===== src/rtl/mips_pkg.sv =====
// -----------------------------------------------------------------------------
// mips_pkg
// Shared definitions for the instruction-fetch front end.
//   fetch_state_t : FSM encoding of the fetch unit (idle / request / hold)
//   WORD_W        : datapath word width
//   DEF_RESET_PC  : default PC loaded on reset
//   DEF_PC_INCR   : default byte increment per sequential instruction
// -----------------------------------------------------------------------------
package mips_pkg;

    localparam int WORD_W = 32;

    localparam logic [WORD_W-1:0] DEF_RESET_PC = 32'h0000_0000;
    localparam logic [WORD_W-1:0] DEF_PC_INCR  = 32'd4;

    typedef enum logic [1:0] {
        FETCH_IDLE = 2'd0,
        FETCH_REQ  = 2'd1,
        FETCH_HOLD = 2'd2
    } fetch_state_t;

endpackage


===== src/rtl/pc_redirect_sel.sv =====
// -----------------------------------------------------------------------------
// pc_redirect_sel
// Combinational priority select of the PC redirect target.
//   branch_taken  in  1   EX-stage branch resolved taken
//   branch_target in  32  branch target from the PC jump adder
//   jump_taken    in  1   ID-stage jump
//   jump_target   in  32  jump target address
//   redirect      out 1   any redirect this cycle
//   target        out 32  selected redirect address
// The branch wins over a simultaneous jump because it belongs to the older
// instruction; the jump behind it is on the wrong path anyway.
// -----------------------------------------------------------------------------
module pc_redirect_sel
    import mips_pkg::*;
(
    input  logic              branch_taken,
    input  logic [WORD_W-1:0] branch_target,
    input  logic              jump_taken,
    input  logic [WORD_W-1:0] jump_target,
    output logic              redirect,
    output logic [WORD_W-1:0] target
);

    always_comb begin
        redirect = branch_taken | jump_taken;
        target   = jump_target;
        if (branch_taken) begin
            target = branch_target;
        end
    end

endmodule


===== src/rtl/pc_fetch_unit.sv =====
// -----------------------------------------------------------------------------
// pc_fetch_unit
// Instruction-fetch front end: holds the PC, issues one instruction-memory
// request at a time over req/ack, and presents each fetched instruction plus
// its PC+PC_INCR to IF/ID under a valid/stall handshake. Branch and jump
// redirects are applied in every state, including while a request is in
// flight (the in-flight response is then squashed).
//   clock        in  1   system clock, rising edge
//   reset_n      in  1   asynchronous active-low reset
//   branchTaken  in  1   EX-stage branch taken pulse
//   addPCResult  in  32  branch target
//   jumpTaken    in  1   ID-stage jump pulse
//   jumpTarget   in  32  jump target
//   stall        in  1   IF/ID cannot accept this cycle
//   imemReq      out 1   instruction memory request
//   imemAddr     out 32  request address (= PC), stable while imemReq=1
//   imemAck      in  1   response pulse, imemData valid this cycle
//   imemData     in  32  instruction word
//   instrValid   out 1   instruction/incrPC valid to IF/ID
//   instruction  out 32  fetched instruction
//   incrPC       out 32  fetched instruction address + PC_INCR
//   pcCurrent    out 32  current PC register
// -----------------------------------------------------------------------------
module pc_fetch_unit
    import mips_pkg::*;
#(
    parameter logic [WORD_W-1:0] RESET_PC = DEF_RESET_PC,
    parameter logic [WORD_W-1:0] PC_INCR  = DEF_PC_INCR
)(
    input  logic              clock,
    input  logic              reset_n,
    input  logic              branchTaken,
    input  logic [WORD_W-1:0] addPCResult,
    input  logic              jumpTaken,
    input  logic [WORD_W-1:0] jumpTarget,
    input  logic              stall,
    output logic              imemReq,
    output logic [WORD_W-1:0] imemAddr,
    input  logic              imemAck,
    input  logic [WORD_W-1:0] imemData,
    output logic              instrValid,
    output logic [WORD_W-1:0] instruction,
    output logic [WORD_W-1:0] incrPC,
    output logic [WORD_W-1:0] pcCurrent
);

    fetch_state_t      state;
    logic [WORD_W-1:0] pc;
    logic [WORD_W-1:0] pc_next;   // deferred redirect target while squashing
    logic              squash;    // outstanding response belongs to a dead path
    logic              redirect;
    logic [WORD_W-1:0] target;
    logic [WORD_W-1:0] pc_inc;

    pc_redirect_sel u_redirect_sel (
        .branch_taken  (branchTaken),
        .branch_target (addPCResult),
        .jump_taken    (jumpTaken),
        .jump_target   (jumpTarget),
        .redirect      (redirect),
        .target        (target)
    );

    // Modulo-2^32 add: the top word of the address space wraps to zero.
    assign pc_inc    = pc + PC_INCR;
    assign imemAddr  = pc;
    assign pcCurrent = pc;

    always_ff @(posedge clock or negedge reset_n) begin
        if (!reset_n) begin
            state       <= FETCH_IDLE;
            pc          <= RESET_PC;
            pc_next     <= RESET_PC;
            squash      <= 1'b0;
            imemReq     <= 1'b0;
            instrValid  <= 1'b0;
            instruction <= '0;
            incrPC      <= '0;
        end else begin
            case (state)
                FETCH_IDLE: begin
                    if (redirect) begin
                        pc <= target;
                    end
                    state   <= FETCH_REQ;
                    imemReq <= 1'b1;
                end

                FETCH_REQ: begin
                    if (imemAck) begin
                        // A redirect arriving with the ack is newest and
                        // overrides any deferred target.
                        if (redirect) begin
                            pc     <= target;
                            squash <= 1'b0;
                        end else if (squash) begin
                            pc     <= pc_next;
                            squash <= 1'b0;
                        end else begin
                            instruction <= imemData;
                            incrPC      <= pc_inc;
                            pc          <= pc_inc;
                            state       <= FETCH_HOLD;
                            imemReq     <= 1'b0;
                            instrValid  <= 1'b1;
                        end
                    end else if (redirect) begin
                        // Request cannot be aborted: keep imemAddr stable and
                        // park the target until the response drains.
                        pc_next <= target;
                        squash  <= 1'b1;
                    end
                end

                FETCH_HOLD: begin
                    if (redirect) begin
                        pc         <= target;
                        instrValid <= 1'b0;
                        state      <= FETCH_REQ;
                        imemReq    <= 1'b1;
                    end else if (!stall) begin
                        instrValid <= 1'b0;
                        state      <= FETCH_REQ;
                        imemReq    <= 1'b1;
                    end
                end

                default: begin
                    state      <= FETCH_IDLE;
                    imemReq    <= 1'b0;
                    instrValid <= 1'b0;
                    squash     <= 1'b0;
                end
            endcase
        end
    end

endmodule


===== config.mk =====
export PLATFORM = sky130hd
export DESIGN_NAME = pc_fetch_unit
export DESIGN_NICKNAME = d
export VERILOG_FILES = /design/src/rtl/mips_pkg.sv /design/src/rtl/pc_redirect_sel.sv /design/src/rtl/pc_fetch_unit.sv
export SDC_FILE = /design/constraint.sdc
export NUM_CORES = 1
export LEC_CHECK = 0
export CAP_MARGIN = 40
export CORE_AREA = 4 4 122 153
export DETAILED_ROUTE_END_ITERATION = 8
export DIE_AREA = 0 0 126 157
export PLACE_DENSITY_LB_ADDON = 0.05
export SKIP_LAST_GASP = 1
export SLEW_MARGIN = 20
export SYNTH_ARGS = -nofsm -noshare
export SYNTH_HDL_FRONTEND = slang
export SYNTH_HIERARCHICAL = 1
export SYNTH_SLANG_ARGS = --single-unit
export TNS_END_PERCENT = 30

===== constraint.sdc =====
create_clock -name clock -period 2.1 [get_ports clock]
set_clock_uncertainty 0.1 [all_clocks]
set_input_delay 0.42 -clock clock [delete_from_list [all_inputs] [get_ports clock]]
set_output_delay 0.42 -clock clock [all_outputs]
set_load 0.01 [all_outputs]

==> out/metrics.cfg, run 1 <==
[sta]
hold_viol = 0
setup_violations = 1
rsz0062_at_grt = true
final.period_utilization_pct = 100.0
fmax_ghz = 0.4761
setup_ws_ns = -0.0002377
whs_ns = 0.3704
setup_tns_ns = -0.0002377
layout_min_cycle_time_ns = 2.100
worst_slew_pin_slew_ns = 0.4542
maxSlewViolCount = 0
slew_headroom_pct = 69.49

[min_path]
min_to = instruction[30]
hold_depth = 2
hold_path.startpoint = instruction[30]
hold_path_class = reg -> reg

[worst_setup_path]
cp_slowest_cell = clkdlybuf4s50_1
r2r-start = imemAddr[7]
reg2regPathDepth = 6
crit_type = reg -> out
max_stage_delay_ns = 0.57
end_kind = output pin
crit_start = imemAddr[19]
cp_cell_sequence = buf_4, clkdlybuf4s50_1
cp_max_fo = 6
start_kind = flip-flop
rrSetupSlack_ns = 0.05
r2r-end = incrPC[23]
cp.arrival_ns = 1.58
crit_required_ns = 1.58

[cells_and_area]
fin_nets = 1083
antenna_cells = 0
stdcell_count = 1217
final_common_cell = clkdlybuf4s50_1
drive_gt1_share_pct = 20.34
final_cell_mix = clkdlybuf4s50_1, nand2_1, dfrtp_1
area.growth.synth_to_final_pct = 50.50
multiInputGateArea_um2 = 3301
regArea_um2 = 3329
fillers = 1480

[floorplan]
die-area_um2 = 19780
io_pins = 232
die_y_um = 157
core_um2 = 17300
initial_core_util_pct = 40.89
die_w_um = 126
num_rows = 54

[run_status]
status = finished with violations
violations = negative setup slack

[yosys]
ys_ff_latch = 133
yosys-top-cells-area = dfrtp_1, nand2_1, mux2_4, mux2_2, buf_4
synth-edff-count = 0
synth_ff_type = dfrtp_1
yosysTopAreaCell = dfrtp_1
synthArstFlopShare_pct = 100.0
synth-warning-count = 6
synth_nets = 826
synthCells = 723
seq_area_frac_synth_pct = 47.06
syn_area_per_cell_um2 = 9.781
synth_top_area_share_pct = 47.06
synth_cell_types = 57
synthesis.area_um2 = 7072

[detailed_routing]
wirelength_mm = 21.41
vias_per_cell = 5.148
first_iter_violations = 385
via_count = 6265
ant_nets = 0
drc = 0
firstDrtPassIters = 7
wire_per_inst_um = 17.59

[cts]
path_clk_slew_ns = 0.06
ctsRootBufferMaster = clkbuf_16
htree_num_levels = 4
cts_sinks = 133
clockBufferDepth = 2
clk_latency_ns = 0.42
tritoncts = yes
numCtsBuffers = 17

[global_routing]
grt_max_degree = 49
grt_pass1_vias = 6304
overflow = 0
grt_pass1_wl_mm = 33.90
track_usage_pct = 21.59
antenna_found_initial = 0

[place]
dp.cells = 1181
dpl.hpwl_mm = 16.66
io_buffers = 231
place.gp.congestion = 0.8410
place_ws_ns = -0.3299

[pwr]
p_per_area_nw_per_um2 = 1022
p_leak_nw = 4.715
peakVddDrop_mv = 0.4836

[flow_run]
maxCapViolations = 0

state kept, by name, indices dropped and copies added, names as in the netlist:
signal / flops
imemAddr: 32
instruction: 32
instrValid: 1
state: 2
pc_next: 32
incrPC: 32
imemReq: 1
squash: 1
where the power goes:
| group | total, mW | internal, mW | leakage (nW) | switching (mW) |
|---|---|---|---|---|
| sequential | 3.75 | 3.25 | 1.63 | 0.499 |
| combinational | 3.75 | 2.13 | 2.77 | 1.62 |
| clock | 3.38 | 2.26 | 0.320 | 1.12 |
| total | 10.9 | 7.64 | 4.72 | 3.24 |
kinds of logic after synthesis:
kind of cell	Yosys count	share of synthesized area (%)
buffers and inverters	84	7.183
adder cells (fa/ha/maj)	1	0.1769
multiplexers	69	12.42
AO/OA/AOI/OAI	129	11.54
AND/OR/NAND/NOR	282	18.52
XOR/XNOR	25	3.096
flip-flops	133	47.06
how the worst max path moves through the flow:
stage                                to  slack, ns  cells after the start
after floorplan             pc_next[22]      -0.05                      7
after global placement     imemAddr[26]      -0.26                      8
after detailed placement   imemAddr[28]      -0.33                      7
after CTS                 pcCurrent[19]      -0.03                      2
after global routing      pcCurrent[13]      -0.06                      2
final                     pcCurrent[19]    -0.0002                      2
final cells by class:
type / count / area share [%]
well taps: 224 / 2.633
repair buffers: 316 / 28.53
flip-flops and latches: 133 / 31.28
multi-input cells: 506 / 31.01
inverters: 6 / 0.2116
clock inverters: 12 / 2.128
clock buffers: 20 / 4.197
timing repair:
action | in CTS | in global routing
endpoints found under the setup margin | 8 | 33
setup buffers | 0 | 3
hold buffers | 1 | 0
pin swaps | 0 | 9
endpoints found under the hold margin | 45 | 0
gates resized for setup | 1 | 12
gates cloned | 0 | 0
worst max-delay path: cells and delay by family (launching register included):
family	cells	cell delay, ns
buffers and inverters	2	0.76
flip-flops	1	0.40
metal layers:
| metal | track usage, % | share of wire (%) |
|---|---|---|
| met1 | 26.84 | 42 |
| met2 | 37.28 | 50 |
| met3 | 5.363 | 6.4 |
| met4 | 6.541 | 1.4 |
| met5 | 0 | 0 |
through the flow:
stage | util [%] | power [mW] | area, um^2
CTS | 61.15 | 10.96 | 10580
floorplan | - | 5.400 | 7088
global placement | 57.20 | 7.463 | 9893
global route | 61.53 | 11.46 | 10640
finish | 61.53 | 10.88 | 10640
detailed placement | 57.20 | 7.544 | 9893
Yosys cell counts, types with 3 or more instances:
| cell type | count |
|---|---|
| nor3_1 | 10 |
| mux2_4 | 29 |
| o2bb2ai_1 | 4 |
| and4_1 | 5 |
| a22o_1 | 7 |
| nand3_1 | 18 |
| a32oi_1 | 9 |
| o21ai_0 | 45 |
| nor2_1 | 29 |
| a21oi_1 | 32 |
| dfrtp_1 | 133 |
| buf_4 | 34 |
| a31oi_1 | 4 |
| and3_1 | 10 |
| nor4_4 | 3 |
| clkbuf_1 | 36 |
| o211ai_1 | 5 |
| xnor2_1 | 18 |
| nand4_1 | 11 |
| xor2_1 | 7 |
| o21ai_2 | 3 |
| buf_12 | 3 |
| nand2b_1 | 4 |
| mux2i_1 | 6 |
| nand2_1 | 175 |
| inv_1 | 6 |
| mux2_2 | 34 |
Power figures use the tool's default switching activity.
==> run 2: changes to the inputs <==
- CORE_AREA: 4 4 122 153 -> 4 4 133 166
- DIE_AREA: 0 0 126 157 -> 0 0 137 170
- PLACE_DENSITY_LB_ADDON: 0.05 -> 0.1
- SETUP_SLACK_MARGIN: default -> 0.05
==> out/metrics.cfg, run 2 (synthesized netlist as in run 1, its figures left out) <==
[pwr]
p_per_area_nw_per_um2 = 983.9  ; was 1022 nW/um^2
p_leak_nw = 4.736  ; was 4.715 nW
netSwitchingFraction_pct = 31.80  ; was 29.77%
power_mw = 10.46  ; was 10.88 mW
combPwrFrac_pct = 36.1  ; was 34.5%
clkPwrFrac_pct = 28.1  ; was 31.1%
p_int_mw = 7.134  ; was 7.638 mW
switching_power_mw = 3.326  ; was 3.238 mW
peakVddDrop_mv = 0.6409  ; was 0.4836 mV
seq_power_share_pct = 35.8  ; was 34.5%

[floorplan]
die_y_um = 170  ; was 157 um
die-area_um2 = 23290  ; was 19780 um^2
initial_core_util_pct = 34.21  ; was 40.89%
die_w_um = 137  ; was 126 um
num_rows = 59  ; was 54
io_pins = 232  ; unchanged
core_um2 = 20670  ; was 17300 um^2

[place]
place_area_um2 = 9946  ; was 9893 um^2
io_buffers = 231  ; unchanged
place.gp.congestion = 0.8370  ; was 0.8410
dpl.hpwl_mm = 17.39  ; was 16.66 mm
dp.cells = 1233  ; was 1181
place_ws_ns = -0.3536  ; was -0.3299 ns

[cells_and_area]
final_common_cell = clkdlybuf4s50_1  ; unchanged
antenna_cells = 0  ; unchanged
drive_gt1_share_pct = 21.02  ; was 20.34%
fin_nets = 1089  ; was 1083
area.growth.synth_to_final_pct = 50.34  ; was 50.50%
final_area_um2 = 10630  ; was 10640 um^2
stdcell_count = 1273  ; was 1217
multiInputGateArea_um2 = 3271  ; was 3301 um^2
regArea_um2 = 3337  ; was 3329 um^2
final_cell_mix = clkdlybuf4s50_1, nand2_1, dfrtp_1  ; unchanged
fillers = 1896  ; was 1480

[sta]
setup_violations = 0  ; was 1
worst_slew_pin_slew_ns = 0.3506  ; was 0.4542 ns
final.period_utilization_pct = 97.82  ; was 100.0%
maxSlewViolCount = 0  ; unchanged
rsz0062_at_grt = true  ; unchanged
slew_headroom_pct = 76.41  ; was 69.49%
layout_min_cycle_time_ns = 2.054  ; was 2.100 ns
fmax_ghz = 0.4868  ; was 0.4761 GHz
setup_tns_ns = 0  ; was -0.0002377 ns
hold_viol = 0  ; unchanged
setup_ws_ns = 0.04584  ; was -0.0002377 ns

[detailed_routing]
ant_nets = 0  ; unchanged
firstDrtPassIters = 5  ; was 7
wire_per_inst_um = 17.64  ; was 17.59 um
via_count = 6343  ; was 6265
wirelength_mm = 22.45  ; was 21.41 mm
first_iter_violations = 235  ; was 385
drc = 0  ; unchanged
vias_per_cell = 4.983  ; was 5.148

[global_routing]
antenna_found_initial = 0  ; unchanged
grt_max_degree = 49  ; unchanged
grt_pass1_wl_mm = 35.05  ; was 33.90 mm
overflow = 0  ; unchanged
track_usage_pct = 19.21  ; was 21.59%
grt_pass1_vias = 6461  ; was 6304

[worst_setup_path]
reg2regPathDepth = 6  ; unchanged
r2r-end = incrPC[30]  ; was incrPC[23]
crit_required_ns = 1.58  ; about the same
r2r-start = imemAddr[7]  ; unchanged
cp_max_fo = 5  ; was 6
start_kind = flip-flop  ; unchanged
cp.arrival_ns = 1.53  ; was 1.58 ns
end_kind = output pin  ; unchanged
rrSetupSlack_ns = 0.08  ; was 0.05 ns
crit_type = reg -> out  ; unchanged

[cts]
numCtsBuffers = 17  ; unchanged
ctsRootBufferMaster = clkbuf_16  ; unchanged
htree_num_levels = 4  ; unchanged
path_clk_slew_ns = 0.06  ; about the same
cts_sinks = 133  ; unchanged
clockBufferDepth = 2  ; unchanged
tritoncts = yes  ; unchanged
clk_latency_ns = 0.43  ; was 0.42 ns

[min_path]
hold_path_class = in -> async  ; was reg -> reg

[flow_run]
maxCapViolations = 0  ; unchanged

[run_status]
status = finished clean  ; was finished with violations

## run 2: cell types whose count changed in the layout (fill, tap and decap cells not counted), sizes merged
cell           delta
buf               +6
clkdlybuf4s50     -6
dlymetal6s2s      +6
bufinv            -4
clkinv            +3
clkbuf            -2
inv               +2
clkinvlp          +1
## run 2: cell type report
| class | count | area share [%] |
|---|---|---|
| flip-flops and latches | 133 | 31.39 |
| multi-input cells | 506 | 30.76 |
| repair buffers | 322 | 28.93 |
| clock buffers | 18 | 4.037 |
| well taps | 274 | 3.225 |
| clock inverters | 14 | 1.448 |
| inverters | 6 | 0.2118 |
## run 2: worst max-delay path by stage
stage            startpoint            end  slack (ns)  cells past startpoint
5_1_grt         imemAddr[2]   imemAddr[30]       -0.03                      7
3_5_place_dp      jumpTaken   imemAddr[21]       -0.35                      7
3_3_place_gp      jumpTaken      incrPC[7]       -0.29                      8
4_1_cts        imemAddr[27]   imemAddr[27]        0.01                      1
2_1_floorplan   branchTaken    pc_next[22]       -0.05                      7
6_report       imemAddr[20]  pcCurrent[20]        0.05                      2
## run 2: power groups by stage
stage / combinational [mW] / clock [mW] / sequential [mW]
after floorplan: 1.39 / 0 / 4.01
after global placement: 3.71 / 0 / 3.77
after detailed placement: 3.76 / 0 / 3.81
after CTS: 3.82 / 3.00 / 3.75
after global routing: 4.09 / 3.12 / 3.84
final: 3.78 / 2.94 / 3.74
## run 2: through the flow
step / util [%] / hold WS [ns]
global route: 51.43 / 0.3511
CTS: 51.13 / 0.3425
detailed placement: 48.12 / 0.2157
finish: 51.43 / 0.3395
global placement: 48.12 / 0.2165
floorplan: - / 0.02441
## run 2: repair_timing
item | in CTS | in global routing
setup buffers | 3 | 4
hold endpoints to repair | 25 | 0
endpoints found under the setup margin | 44 | 91
resized for setup | 7 | 14
hold buffers | 1 | 0
pin swaps | 3 | 4
## run 2: metal layers
layer	GRT usage [%]	wire [um]	vias up
li1	-	-	3006
met5	0	0	-
met3	4.110	1372	24
met4	5.382	308	0
met1	24.49	9507	3092
met2	32.83	11260	221
## run 2: worst max-delay path, cell delays in order (launching register included)
cell             delay [ns]
dfrtp_1                0.41
buf_4                  0.17
clkdlybuf4s50_1        0.54
==> run 3: changes to the inputs <==
- CORE_AREA: 4 4 133 166 -> 2 2 131 164
- DIE_AREA: 0 0 137 170 -> 0 0 133 166
- SETUP_SLACK_MARGIN: 0.05 -> 0.02
- clock period: 2.1 -> 2.6 ns (I/O delays scaled with it)
==> out/metrics.cfg, run 3 (synthesized netlist as in run 1, its figures left out) <==
[worst_setup_path]
rrSetupSlack_ns = 0.24  ; was 0.08 ns
cp_slowest_cell = dfrtp_1  ; was clkdlybuf4s50_1
crit_required_ns = 2.84  ; was 1.58 ns
end_kind = flip-flop  ; was output pin
r2r-start = imemAddr[3]  ; was imemAddr[7]
start_kind = flip-flop  ; unchanged
r2r-end = imemAddr[28]  ; was incrPC[30]
crit_type = reg -> reg  ; was reg -> out
cp_cell_sequence = ha_1, and4_1, nand2_1, nand4bb_1, o31a_1, o22ai_1  ; was buf_4, clkdlybuf4s50_1
max_stage_delay_ns = 0.44  ; was 0.54 ns
reg2regPathDepth = 6  ; unchanged
cp.arrival_ns = 2.60  ; was 1.53 ns
cp_max_fo = 6  ; was 5

[cells_and_area]
regArea_um2 = 3328  ; was 3337 um^2
antenna_cells = 0  ; unchanged
fillers = 1863  ; was 1896
area.growth.synth_to_final_pct = 46.18  ; was 50.34%
stdcell_count = 1230  ; was 1273
fin_nets = 1046  ; was 1089
drive_gt1_share_pct = 16.32  ; was 21.02%
final_common_cell = clkdlybuf4s50_1  ; unchanged
final_cell_mix = clkdlybuf4s50_1, nand2_1, dfrtp_1  ; unchanged
multiInputGateArea_um2 = 3251  ; was 3271 um^2
final_area_um2 = 10340  ; was 10630 um^2

[global_routing]
overflow = 0  ; unchanged
grt_max_degree = 54  ; was 49
grt_pass1_wl_mm = 34.30  ; was 35.05 mm
track_usage_pct = 19.73  ; was 19.21%
antenna_found_initial = 0  ; unchanged
grt_pass1_vias = 6221  ; was 6461

[floorplan]
num_rows = 59  ; unchanged
die_w_um = 133  ; was 137 um
core_um2 = 20600  ; was 20670 um^2
die_y_um = 166  ; was 170 um
die-area_um2 = 22080  ; was 23290 um^2
io_pins = 232  ; unchanged
initial_core_util_pct = 34.34  ; was 34.21%

[cts]
clockBufferDepth = 2  ; unchanged
tritoncts = yes  ; unchanged
htree_num_levels = 4  ; unchanged
ctsRootBufferMaster = clkbuf_16  ; unchanged
cts_sinks = 133  ; unchanged
postCtsResizedCells = 0  ; was 7
numCtsBuffers = 17  ; unchanged
ctsHoldBuffers = 1  ; unchanged
clk_latency_ns = 0.42  ; was 0.43 ns
cts_setup_buffers = 0  ; was 3
path_clk_slew_ns = 0.06  ; about the same

[detailed_routing]
firstDrtPassIters = 5  ; unchanged
drc = 0  ; unchanged
ant_nets = 0  ; unchanged
via_count = 6116  ; was 6343
vias_per_cell = 4.972  ; was 4.983
first_iter_violations = 330  ; was 235
wire_per_inst_um = 17.57  ; was 17.64 um
wirelength_mm = 21.61  ; was 22.45 mm

[sta]
rsz0062_at_grt = false  ; was true
setup_tns_ns = 0  ; unchanged
fmax_ghz = 0.4237
whs_ns = 0.3719  ; was 0.3395 ns
setup_violations = 0  ; unchanged
slew_headroom_pct = 65.27  ; was 76.41%
layout_min_cycle_time_ns = 2.360
setup_ws_ns = 0.2400  ; was 0.04584 ns
final.period_utilization_pct = 90.77
maxSlewViolCount = 0  ; unchanged
worst_slew_pin_slew_ns = 0.5209  ; was 0.3506 ns
hold_viol = 0  ; unchanged

[min_path]
hold_path_class = reg -> reg  ; was in -> async
hold_path.startpoint = incrPC[10]
hold_depth = 2
min_to = incrPC[10]

[flow_run]
maxCapViolations = 0  ; unchanged

[place]
io_buffers = 231  ; unchanged
dpl.hpwl_mm = 16.49  ; was 17.39 mm
place_ws_ns = 0.03225  ; was -0.3536 ns
place_area_um2 = 9693  ; was 9946 um^2
place.gp.congestion = 0.8876  ; was 0.8370
dp.cells = 1197  ; was 1233

[pwr]
p_leak_nw = 4.502  ; was 4.736 nW
peakVddDrop_mv = 0.5145  ; was 0.6409 mV
switching_power_mw = 2.588  ; was 3.326 mW
seq_power_share_pct = 36.3  ; was 35.8%
clkPwrFrac_pct = 30.1  ; was 28.1%
combPwrFrac_pct = 33.7  ; was 36.1%
p_int_mw = 5.904  ; was 7.134 mW
netSwitchingFraction_pct = 30.48  ; was 31.80%
p_per_area_nw_per_um2 = 821.5  ; was 983.9 nW/um^2

[run_status]
status = finished clean  ; unchanged

[run 3: power groups by stage]
stage	clock network, mW	registers [mW]	logic, mW
floorplan	0	3.24	1.12
global placement	0	3.09	2.85
detailed placement	0	3.12	2.88
CTS	2.60	3.09	2.90
global route	2.70	3.16	3.09
finish	2.55	3.08	2.86
[run 3: worst max-delay path by stage]
stage / start / to / slack [ns] / cells after the start
global placement: jumpTaken / pc_next[16] / 0.10 / 6
floorplan: branchTaken / incrPC[25] / 0.32 / 7
global route: imemAddr[3] / imemAddr[26] / 0.10 / 6
detailed placement: jumpTaken / pc_next[24] / 0.03 / 6
finish: imemAddr[3] / imemAddr[28] / 0.24 / 6
CTS: imemAddr[3] / imemAddr[26] / 0.28 / 6
[run 3: layout make-up]
type,count,area share [%]
Clock buffer,20,4.418
Clock inverter,12,1.719
Inverter,6,0.2179
Multi-Input combinational cell,506,31.45
Sequential cell,133,32.20
Tap cell,274,3.316
Timing Repair Buffer,279,26.69
[run 3: per-layer routing]
metal	GRT usage, %	routed length, um	vias to the layer above
met2	34.06	10920	240
li1	-	-	2918
met3	4.182	1325	23
met5	0	0	-
met4	6.124	320	0
met1	24.68	9042	2935
[run 3: critical path, delay by kind of cell (launching register included)]
family / cells / cell delay [ns]
flops: 1 / 0.44
simple gates: 3 / 1.01
compound gates: 2 / 0.46
fa+ha+maj: 1 / 0.27
[run 3: per-stage QoR]
step	utilization, %	power, mW
after detailed placement	47.06	6.006
after CTS	50.19	8.583
final	50.19	8.493
after global routing	50.19	8.949
after floorplan	-	4.359
after global placement	47.06	5.943
